--- src/rtl/pwm_capture_pkg.sv ---
// Shared constants, FSM state type and saturating adder for the PWM capture block.
package pwm_capture_pkg;

   localparam int CNT_W = 16;

   localparam logic [4:0] ADR_WIDTH0  = 5'h00;
   localparam logic [4:0] ADR_PERIOD0 = 5'h08;
   localparam logic [4:0] ADR_STATUS  = 5'h10;
   localparam logic [4:0] ADR_CTRL    = 5'h12;

   typedef enum logic [1:0] {
      IDLE = 2'd0,
      HIGH = 2'd1,
      LOW  = 2'd2
   } state_e;

   function automatic logic [CNT_W-1:0] sat_add(input logic [CNT_W-1:0] a,
                                                input logic [CNT_W-1:0] b);
      logic [CNT_W:0] sum;
      sum = {1'b0, a} + {1'b0, b};
      return sum[CNT_W] ? {CNT_W{1'b1}} : sum[CNT_W-1:0];
   endfunction

endpackage

--- src/rtl/pwm_capture_if.sv ---
// 16-bit Wishbone slave bus bundle used by the PWM capture block.
interface pwm_capture_if;

   logic        wb_cyc_i;
   logic        wb_stb_i;
   logic        wb_we_i;
   logic [6:0]  wb_adr_i;
   logic [15:0] wb_dat_i;
   logic [15:0] wb_dat_o;
   logic        wb_ack_o;

   modport master (
      output wb_cyc_i, wb_stb_i, wb_we_i, wb_adr_i, wb_dat_i,
      input  wb_dat_o, wb_ack_o
   );

   modport slave (
      input  wb_cyc_i, wb_stb_i, wb_we_i, wb_adr_i, wb_dat_i,
      output wb_dat_o, wb_ack_o
   );

endinterface

--- src/rtl/pwm_capture_chan.sv ---
// One capture channel: synchronizer, edge detect, IDLE/HIGH/LOW FSM and result registers.
module pwm_capture_chan
   import pwm_capture_pkg::*;
#(
   parameter logic [CNT_W-1:0] TIMEOUT = 16'd50000
) (
   input  logic             clk,
   input  logic             rst_n,
   input  logic             pwm_in,
   input  logic             tick,
   input  logic             clear_new,
   output logic [CNT_W-1:0] width_o,
   output logic [CNT_W-1:0] period_o,
   output logic             valid_o,
   output logic             new_o
);

   state_e           state_q, state_d;
   logic [1:0]       sync_q, sync_d;
   logic [1:0]       prim_q, prim_d;
   logic             prev_q, prev_d;
   logic             armed_q, armed_d;
   logic [CNT_W-1:0] cnt_q, cnt_d;
   logic [CNT_W-1:0] high_q, high_d;
   logic [CNT_W-1:0] width_q, width_d;
   logic [CNT_W-1:0] period_q, period_d;
   logic             valid_q, valid_d;
   logic             new_q, new_d;

   logic             rise_s, fall_s, set_new_s, timeout_s;
   logic [CNT_W-1:0] edge_cnt_s, since_rise_s;

   // Next-state, counters and result registers; prim_q masks edges until the synchronizer holds real samples
   always_comb begin
      sync_d  = {sync_q[0], pwm_in};
      prim_d  = {prim_q[0], 1'b1};
      prev_d  = sync_q[1];
      rise_s  = prim_q[1] & sync_q[1] & ~prev_q;
      fall_s  = prim_q[1] & ~sync_q[1] & prev_q;
      armed_d = armed_q | (prim_q[1] & ~sync_q[1]);

      // The tick landing on an edge belongs to the interval that edge closes.
      edge_cnt_s   = sat_add(cnt_q, {{(CNT_W-1){1'b0}}, tick});
      since_rise_s = (state_q == HIGH) ? cnt_q : sat_add(high_q, cnt_q);
      timeout_s    = (since_rise_s >= TIMEOUT);

      state_d   = state_q;
      high_d    = high_q;
      width_d   = width_q;
      period_d  = period_q;
      valid_d   = valid_q;
      set_new_s = 1'b0;

      if (rise_s || fall_s) begin
         cnt_d = {CNT_W{1'b0}};
      end else if (tick && (cnt_q != {CNT_W{1'b1}})) begin
         cnt_d = cnt_q + {{(CNT_W-1){1'b0}}, 1'b1};
      end else begin
         cnt_d = cnt_q;
      end

      case (state_q)
         IDLE: begin
            if (rise_s && armed_q) begin
               state_d = HIGH;
            end else begin
               state_d = IDLE;
            end
         end
         HIGH: begin
            if (fall_s) begin
               state_d = LOW;
               width_d = edge_cnt_s;
               high_d  = edge_cnt_s;
            end else if (timeout_s) begin
               state_d = IDLE;
               valid_d = 1'b0;
            end else begin
               state_d = HIGH;
            end
         end
         LOW: begin
            if (rise_s) begin
               state_d   = HIGH;
               period_d  = sat_add(high_q, edge_cnt_s);
               valid_d   = 1'b1;
               set_new_s = 1'b1;
            end else if (timeout_s) begin
               state_d = IDLE;
               valid_d = 1'b0;
            end else begin
               state_d = LOW;
            end
         end
         default: begin
            state_d = IDLE;
         end
      endcase

      if (set_new_s) begin
         new_d = 1'b1;
      end else if (clear_new) begin
         new_d = 1'b0;
      end else begin
         new_d = new_q;
      end
   end

   // Channel state register
   always_ff @(posedge clk) begin
      if (!rst_n) begin
         state_q  <= IDLE;
         sync_q   <= 2'b00;
         prim_q   <= 2'b00;
         prev_q   <= 1'b0;
         armed_q  <= 1'b0;
         cnt_q    <= {CNT_W{1'b0}};
         high_q   <= {CNT_W{1'b0}};
         width_q  <= {CNT_W{1'b0}};
         period_q <= {CNT_W{1'b0}};
         valid_q  <= 1'b0;
         new_q    <= 1'b0;
      end else begin
         state_q  <= state_d;
         sync_q   <= sync_d;
         prim_q   <= prim_d;
         prev_q   <= prev_d;
         armed_q  <= armed_d;
         cnt_q    <= cnt_d;
         high_q   <= high_d;
         width_q  <= width_d;
         period_q <= period_d;
         valid_q  <= valid_d;
         new_q    <= new_d;
      end
   end

   assign width_o  = width_q;
   assign period_o = period_q;
   assign valid_o  = valid_q;
   assign new_o    = new_q;

endmodule

--- src/rtl/pwm_capture.sv ---
// Four-channel PWM capture with shared tick prescaler and a 16-bit Wishbone register interface.
module pwm_capture
   import pwm_capture_pkg::*;
#(
   parameter int               PRESCALE = 50,
   parameter logic [CNT_W-1:0] TIMEOUT  = 16'd50000
) (
   input  logic          wb_clk_i,
   input  logic          wb_rst_n_i,
   pwm_capture_if.slave  wb,
   input  logic          pwm_in1,
   input  logic          pwm_in2,
   input  logic          pwm_in3,
   input  logic          pwm_in4
);

   logic [15:0]      pre_q, pre_d;
   logic             ack_q, ack_d;
   logic [15:0]      dat_q, dat_d;

   logic             tick_s, req_s;
   logic [3:0]       pwm_s, clear_new_s, valid_s, new_s;
   logic [15:0]      rd_s;
   logic [4:0]       adr_s;
   logic [CNT_W-1:0] width_s  [4];
   logic [CNT_W-1:0] period_s [4];
   logic             unused_s;

   assign pwm_s    = {pwm_in4, pwm_in3, pwm_in2, pwm_in1};
   assign adr_s    = wb.wb_adr_i[4:0];
   assign unused_s = ^{wb.wb_adr_i[6:5], wb.wb_dat_i[15:8], wb.wb_dat_i[3:0]};

   for (genvar i = 0; i < 4; i++) begin : g_chan
      pwm_capture_chan #(.TIMEOUT(TIMEOUT)) u_chan (
         .clk       (wb_clk_i),
         .rst_n     (wb_rst_n_i),
         .pwm_in    (pwm_s[i]),
         .tick      (tick_s),
         .clear_new (clear_new_s[i]),
         .width_o   (width_s[i]),
         .period_o  (period_s[i]),
         .valid_o   (valid_s[i]),
         .new_o     (new_s[i])
      );
   end

   // Prescaler, bus request decode, W1C strobes and read mux
   always_comb begin
      tick_s = (pre_q == 16'(PRESCALE - 1));
      pre_d  = tick_s ? 16'd0 : (pre_q + 16'd1);

      // Forcing a request to wait while ack is high makes every access take two clocks.
      req_s = wb.wb_cyc_i & wb.wb_stb_i & ~ack_q;
      ack_d = req_s;

      if (req_s && wb.wb_we_i && (adr_s == ADR_CTRL)) begin
         clear_new_s = wb.wb_dat_i[7:4];
      end else begin
         clear_new_s = 4'b0000;
      end

      case (adr_s)
         ADR_WIDTH0:          rd_s = width_s[0];
         ADR_WIDTH0 + 5'd2:   rd_s = width_s[1];
         ADR_WIDTH0 + 5'd4:   rd_s = width_s[2];
         ADR_WIDTH0 + 5'd6:   rd_s = width_s[3];
         ADR_PERIOD0:         rd_s = period_s[0];
         ADR_PERIOD0 + 5'd2:  rd_s = period_s[1];
         ADR_PERIOD0 + 5'd4:  rd_s = period_s[2];
         ADR_PERIOD0 + 5'd6:  rd_s = period_s[3];
         ADR_STATUS:          rd_s = {8'h00, new_s, valid_s};
         default:             rd_s = 16'h0000;
      endcase

      if (req_s && !wb.wb_we_i) begin
         dat_d = rd_s;
      end else begin
         dat_d = 16'h0000;
      end
   end

   // Prescaler and bus response registers
   always_ff @(posedge wb_clk_i) begin
      if (!wb_rst_n_i) begin
         pre_q <= 16'd0;
         ack_q <= 1'b0;
         dat_q <= 16'h0000;
      end else begin
         pre_q <= pre_d;
         ack_q <= ack_d;
         dat_q <= dat_d;
      end
   end

   assign wb.wb_ack_o = ack_q;
   assign wb.wb_dat_o = dat_q;

endmodule
--- src/flat_wrapper.sv ---
// flat-port wrapper written by rule: the top's interface ports become plain ports
module pwm_capture_flat import pwm_capture_pkg::*;
#(
   parameter int               PRESCALE = 50,
   parameter logic [CNT_W-1:0] TIMEOUT  = 16'd50000
)
  (wb_clk_i, wb_rst_n_i, pwm_in1, pwm_in2, pwm_in3, pwm_in4, wb_wb_cyc_i, wb_wb_stb_i, wb_wb_we_i, wb_wb_adr_i, wb_wb_dat_i, wb_wb_dat_o, wb_wb_ack_o);
  pwm_capture_if wb_i ();
  input  logic wb_clk_i;
  input  logic wb_rst_n_i;
  input  logic pwm_in1;
  input  logic pwm_in2;
  input  logic pwm_in3;
  input  logic pwm_in4;
  input wire logic [$bits(wb_i.wb_cyc_i)-1:0] wb_wb_cyc_i;
  input wire logic [$bits(wb_i.wb_stb_i)-1:0] wb_wb_stb_i;
  input wire logic [$bits(wb_i.wb_we_i)-1:0] wb_wb_we_i;
  input wire logic [$bits(wb_i.wb_adr_i)-1:0] wb_wb_adr_i;
  input wire logic [$bits(wb_i.wb_dat_i)-1:0] wb_wb_dat_i;
  output wire logic [$bits(wb_i.wb_dat_o)-1:0] wb_wb_dat_o;
  output wire logic [$bits(wb_i.wb_ack_o)-1:0] wb_wb_ack_o;
  assign wb_i.wb_cyc_i = wb_wb_cyc_i;
  assign wb_i.wb_stb_i = wb_wb_stb_i;
  assign wb_i.wb_we_i = wb_wb_we_i;
  assign wb_i.wb_adr_i = wb_wb_adr_i;
  assign wb_i.wb_dat_i = wb_wb_dat_i;
  assign wb_wb_dat_o = wb_i.wb_dat_o;
  assign wb_wb_ack_o = wb_i.wb_ack_o;
  pwm_capture #(.PRESCALE(PRESCALE), .TIMEOUT(TIMEOUT)) u_core (.wb_clk_i(wb_clk_i), .wb_rst_n_i(wb_rst_n_i), .wb(wb_i), .pwm_in1(pwm_in1), .pwm_in2(pwm_in2), .pwm_in3(pwm_in3), .pwm_in4(pwm_in4));
endmodule
--- config.mk ---
export PLATFORM = sky130hd
export DESIGN_NAME = pwm_capture_flat
export DESIGN_NICKNAME = d
export VERILOG_FILES = /design/src/rtl/pwm_capture_pkg.sv /design/src/rtl/pwm_capture_if.sv /design/src/rtl/pwm_capture_chan.sv /design/src/rtl/pwm_capture.sv /design/src/flat_wrapper.sv
export SDC_FILE = /design/constraint.sdc
export NUM_CORES = 1
export LEC_CHECK = 0
export ABC_CLOCK_PERIOD_IN_PS = 4300
export BUFFER_PORTS_ARGS = -buffer_cell sky130_fd_sc_hd__buf_2
export CORE_UTILIZATION = 35
export DETAILED_ROUTE_END_ITERATION = 6
export GPL_ROUTABILITY_DRIVEN = 0
export GPL_TIMING_DRIVEN = 0
export RECOVER_POWER = 25
export SYNTH_ARGS = -nofsm -noshare
export SYNTH_HDL_FRONTEND = slang
export SYNTH_SLANG_ARGS = --single-unit
--- constraint.sdc ---
create_clock -name wb_clk_i -period 4.3 [get_ports wb_clk_i]
set_input_delay 0.645 -clock wb_clk_i [delete_from_list [all_inputs] [get_ports wb_clk_i]]
set_output_delay 0.645 -clock wb_clk_i [all_outputs]
set_load 0.1 [all_outputs]
After elaboration in Yosys (flattened, before gate mapping)
Cells that the tools add are included.

Mux-type cells: 78. Reduce and logical (&&, ||, !) cells: 47. Magnitude comparators: 4. Add/subtract/negate cells: 17. Equal/unequal tests: 26. Bitwise operators: 32.

Operator list (count): 16-bit 2-to-1 mux (16); 16-bit case mux with 9 select lines (1); 16-bit by 16-bit adder with 17-bit output (8); 16-bit by 1-bit adder with 16-bit output (second input constant) (5); 16-bit by 1-bit adder with 17-bit output (4); 16-bit >= comparator (second input constant) (4); 16-bit inequality test (second input constant) (4); 1-bit 2-to-1 mux (40); 2-bit AND reduction (13); 2-bit 2-to-1 mux (12); 2-bit case mux with 3 select lines (4); 5-bit by 4-bit equality test with 1-bit output (second input constant) (4); 1-bit AND (18); 16-bit by 6-bit equality test with 1-bit output (second input constant) (1); 2-bit nonzero test (8); 1-bit logical AND (11); 5-bit by 3-bit equality test with 1-bit output (second input constant) (2); 5-bit equality test (second input constant) (2); 1-bit inverter (10); 2-bit OR reduction (5); 2-bit by 1-bit equality test with 1-bit output (second input constant) (4); 2-bit equality test (second input constant) (4); 2-bit logical NOT (4); 2-bit inequality test (second input constant) (4); 7 further kinds (16).

Bits in registers: 265. Input bits: 32. Word-level logic and storage cells: 251. Output and inout bits: 17.

Logic depth before layout (Yosys ltp)
Word-level depth: 7. Gate-level depth with buffers: 24. Mapped depth without buffers: 23.

Modules after synthesis
Synthesis repeated with hierarchy kept, for this count alone.

Cells, all modules: 2196. Area, all modules: 18357.6 µm².

By module, submodules not included: pwm_capture_chan (u_core.g_chan[0].u_chan ...) (cells an instance 481, seq. area each 1161.1 µm², area each 3973.8 µm², times used 3); pwm_capture_chan (u_core.g_chan[3].u_chan) (cells an instance 490, seq. area each 1161.1 µm², area each 4144.0 µm², times used 1); pwm_capture (cells an instance 263, seq. area each 660.6 µm², area each 2292.2 µm², times used 1).

Worst setup path after synthesis
OpenSTA, ideal clock, no wires.

Path type: flip-flop to flip-flop. From: reg u_core.pre_q[0]. To: reg u_core.g_chan[1].u_chan.period_q[10]. Data arrival time: 4285 ps. Clock period less this slack: 4406 ps. Required time: 4178 ps. Path buffers: 2. Library setup time: 122 ps. Cell stages (with the launch flop): 22. Slack: -106 ps. Path through: dfxtp_1 > ha_1 > nor4b_1 > nand4_1 > inv_1 > ha_1 > ha_1 > and3_1 > nand3_1 > nor2_1 > nand4_1 > clkbuf_1 > nand2_1 > ha_1 > a211o_1 > o21bai_1 > a21oi_1 > o41ai_2 > o21ai_1 > a31oi_1 > buf_2 > a21oi_1.

Cells in the longest elaborated chain, start to end: 5.

RTL lines: from (decl) (RTL line pwm_capture.sv:17) `logic [15:0] pre_q, pre_d;`; from (signal assigned) (RTL line pwm_capture.sv:89) `pre_q <= pre_d;`; 16-bit by 6-bit equality test with 1-bit output (RTL line pwm_capture.sv:49) `tick_s = (pre_q == 16'(PRESCALE - 1));`; 16-bit by 1-bit adder with 17-bit output (RTL line pwm_capture_pkg.sv:20) `sum = {1'b0, a} + {1'b0, b};`; 16-bit 2-to-1 mux (RTL line pwm_capture_pkg.sv:21) `return sum[CNT_W] ? {CNT_W{1'b1}} : sum[CNT_W-1:0];`; net u_core.g_chan[1].u_chan.edge_cnt_s[6] (RTL line pwm_capture_chan.sv:31) `logic [CNT_W-1:0] edge_cnt_s, since_rise_s;`; 16-bit by 16-bit adder with 17-bit output (RTL line pwm_capture_pkg.sv:20); 16-bit 2-to-1 mux (RTL line pwm_capture_pkg.sv:21); to (signal assigned) (RTL line pwm_capture_chan.sv:120) `period_q <= {CNT_W{1'b0}};`; to (signal assigned) (RTL line pwm_capture_chan.sv:132) `period_q <= period_d;`; to (decl) (RTL line pwm_capture_chan.sv:26) `logic [CNT_W-1:0] period_q, period_d;`.

The timed path passes the listed nets, and every way through them passes these cells. A chain may end at the register's enable or synchronous reset.

Worst setup path in the final report
From: reg u_core.pre_q[1]. To: reg u_core.g_chan[1].u_chan.period_q[14].

The elaborated chain is that of the path after synthesis.

==> run metrics <==
Max H-tree Level 1; Worst Tran Pin Value around 1.2 ns; port buffer count 33; dominant cell type by area after synthesis dfxtp_1; post-DP HPWL approximately 44000 um; worst skew pair latency between 0.5 and 0.6 ns; clk sink count 259; Pwr Total between 5 and 6 mW; post-synth top area share between 20% and 30%; Slowest cell on crit path o41ai_4; Horiz. Die Dim approximately 230 um; Seq/Total Area, Yosys between 20% and 30%; pre-CTS setup slack -1.44 ns; Reg2Reg Depth 23; max-cap violations 0; worst path cell trace inv_2 -> ha_4 -> nor4b_4 -> nand4_1 -> clkinvlp_4 -> ha_4 -> ha_4 -> and3_4 -> nand3_4 -> nor2_4 -> nand4_1 -> clkbuf_8 -> nand2_4 -> ha_4 -> o21a_1 -> o21ai_2 -> o21bai_4 -> a21oi_4 -> o41ai_4 -> o21ai_4 -> a31oi_4 -> buf_6 -> a21oi_2; R2R Path End u_core.g_chan[1].u_chan.period_o[14]; crit path DAT around 4.8 ns; Setup WS post-layout -0.0738 ns; number of CTS-inserted buffers 30; final setup vio count 20; Worst-path clk slew around 0.06 ns; violations in the final reports negative setup slack; crit-path max FO 6; met1 GRT Util between 20 and 30%; reg2reg start u_core.pre_q[1]; CP endpoint kind flip-flop; Hold Vio Cnt, Final 0; Post-synth ARST share 0%; Multi-input gate area ~13000 sq um; initial core utilization between 30% and 40%; Mapped Area between 15000 and 20000 sq um; Register Area approximately 5200 sq um; met2 usage a little over a third; adder-cell share of the synthesized area 10.9%; all-layer global routing usage between 20% and 30%; vias per inst around 5.7; Post-Syn Nets about 2400; root cell of the clock tree clkbuf_16; Clock Tree Buf Depth 3; DRC viols 0; Setup CP Type flip-flop to flip-flop; Nets 2527; Site Rows 82; crit start category flip-flop; Starting DRT DRC Count about 1300; RSZ-0062 raised after global routing true; EDFF count, synth 0; CTS tree built; XOR/XNOR share of the synthesized area under 10%; maximum clock rate between 200 and 250 MHz; DRT Pass-1 Iters 6; met3 Resource Use GR 3.16%; Post-Synthesis Cells 2199; I/O pins slightly below 50; core area roughly 50000 sq um; hold path endpoint u_core.g_chan[2].u_chan.sync_q[0]; Synth Area in Compound Gates roughly a quarter; initial antenna violation count 1; largest family of logic cells by synthesized area simple AND/OR/NAND/NOR gates; FF-to-FF setup slack -0.07 ns; fin crit share 102%; fillers about 5000; fin crit period between 4 and 5 ns; most frequent cells in the layout 256 x nor2_1, 256 x dfxtp_1, 174 x nand2_1, 124 x a21oi_1, 116 x ha_1; Synth Flop Type dfxtp_1; Seq cells post-synth approximately 260; DR vias 17292; Worst slew margin a little under a fifth; mux share of post-synthesis cell area less than 1%; largest stage delay on the critical path 0.33 ns; layout cell share with drive strength beyond 1 between 10% and 20%; hold wc startpoint pwm_in3; Cell Pwr Density 243 nW/um^2; Unique masters post-synth between 90 and 100; status finished, violations left; die area between 50000 and 60000 sq um; vias in the first global route roughly 16000; gr busiest metal met2; crit path from u_core.pre_q[1]; post-synthesis average cell area between 8 and 9 sq um; P&R area growth vs syn 21.1%; hold_buf cts 0; Peak VDD IR around 0.00028 V; Synth Area in Simple Gates a little under a quarter; post-route ant nets 0; total grt overflow 0; first-pass GRT wire length 89400 um; routed len/inst 19.2 um; HP Class primary input to flip-flop; Synth warnings 0; final WL between 50000 and 60000 um; ranking of synthesized cells by area dfxtp_1 29%, ha_1 10%, nor2_1 5.5%; chip height ~230 um; Worst path most repeated cell ha_4; max-slew violation count 0; Clock Skews about 0.032 ns; Static Leak slightly below 9 nW; Critical Path RT between 4 and 5 ns; Hold Path Depth 2; largest net degree at the start of global routing 15
==> state kept, by name (all words and copies together), names as in the netlist <==
signal                         flops
u_core.g_chan.u_chan.armed_q       4
u_core.g_chan.u_chan.cnt_q        64
u_core.g_chan.u_chan.high_q       16
u_core.g_chan.u_chan.new_o         4
u_core.g_chan.u_chan.period_o     64
u_core.g_chan.u_chan.prev_q        4
u_core.g_chan.u_chan.prim_q        2
u_core.g_chan.u_chan.state_q       8
u_core.g_chan.u_chan.sync_q        8
u_core.g_chan.u_chan.valid_o       4
u_core.g_chan.u_chan.width_o      48
u_core.pre_q                      16
u_core.wb.wb_ack_o                 1
u_core.wb.wb_dat_o                16
==> logic make-up (layout without fill, tap and decap cells) <==
| group | count (synthesis) | after routing |
|---|---|---|
| fa+ha+maj | 150 | 150 |
| other cells | 0 | 3 |
| compound gates | 603 | 603 |
| buf+inv | 144 | 312 |
| flops | 259 | 259 |
| xor+xnor | 175 | 175 |
| simple gates | 855 | 855 |
| mux | 13 | 13 |
==> critical path, delay by kind of cell, from the launching register on <==
kind	cells	cell delay (ns)
compound gates	8	1.48
fa+ha+maj	4	0.62
buf+inv	4	0.69
flops	1	0.32
simple gates	7	1.14
==> worst max-delay path by stage <==
| stage | to | slack (ns) | cells after the start |
|---|---|---|---|
| after floorplan | u_core.g_chan[3].u_chan.period_o[9] | 0.005 | 21 |
| after global placement | u_core.g_chan[1].u_chan.period_o[12] | -1.35 | 23 |
| after detailed placement | u_core.g_chan[1].u_chan.period_o[12] | -1.44 | 23 |
| after CTS | u_core.g_chan[1].u_chan.period_o[12] | -0.11 | 24 |
| after global routing | u_core.g_chan[1].u_chan.period_o[14] | -0.28 | 24 |
| final | u_core.g_chan[1].u_chan.period_o[14] | -0.07 | 23 |
==> repair_timing <==
item                                   in CTS  in global routing
endpoints found under the hold margin       0                  0
setup endpoints to repair                  64                 64
buffers inserted                           43                 35
resized for setup                         146                 72
pin swaps                                  30                 47
gates cloned                                3                  2
==> synthesized netlist by cell type, types with 8 or more instances <==
cell type and number:
nor2_1 261, dfxtp_1 259, nand2_1 187, a21oi_1 149, ha_1 142, o21ai_0 119, nand3_1 92, xnor2_1 91
xor2_1 84, clkbuf_1 79, a31oi_1 45, inv_1 44, nor2b_1 39, nor3_1 38, nor3b_1 36, nand4_1 33
nand2b_1 32, a22oi_1 30, and3_1 28, o211a_1 28, or3_1 27, a21o_1 25, o21a_1 25, and2_1 23
buf_2 17, a211oi_1 15, a22o_1 15, a221oi_1 13, nor4_1 13, a21boi_0 11, o221a_2 11, mux2i_1 10
nand3b_1 10, o221a_1 10, fa_1 8, o21bai_1 8
==> through the flow <==
stage | hold WS [ns] | utilization [%] | setup TNS (ns) | std cells | cell area, sq um
after floorplan | 0.412 | - | 0 | 2199 | 17800
after global placement | 0.420 | 37.5 | -73.59 | 2904 | 18800
after detailed placement | 0.422 | 37.5 | -76.54 | 2904 | 18800
after CTS | 0.278 | 41.7 | -2.07 | 3003 | 20900
after global routing | 0.296 | 42.9 | -7.74 | 3039 | 21500
final | 0.299 | 42.9 | -0.908 | 3042 | 21500
==> where the power goes <==
group	leakage [nW]	switching (mW)	internal, mW
clock	0.498	1.10	1.56
sequential	2.09	0.0110	2.41
combinational	6.27	0.0951	0.0417
==> cell type report <==
class	instances	share of cell area (%)
antenna	3	0.0349
buffer	99	2.23
clock buffer	38	3.91
clock inverter	16	0.808
inverter	45	0.813
multi-input combinational	1796	60.3
sequential	259	24.1
tap	672	3.90
timing repair buffer	113	3.83
timing repair inverter	1	0.0349
==> routing by layer <==
layer / vias up / share of wire (%)
met5: - / 0
met3: 130 / 6.2
met1: 8257 / 45
met2: 555 / 45
li1: 8350 / -
met4: 0 / 3.8
Power figures use the tool's default switching activity.
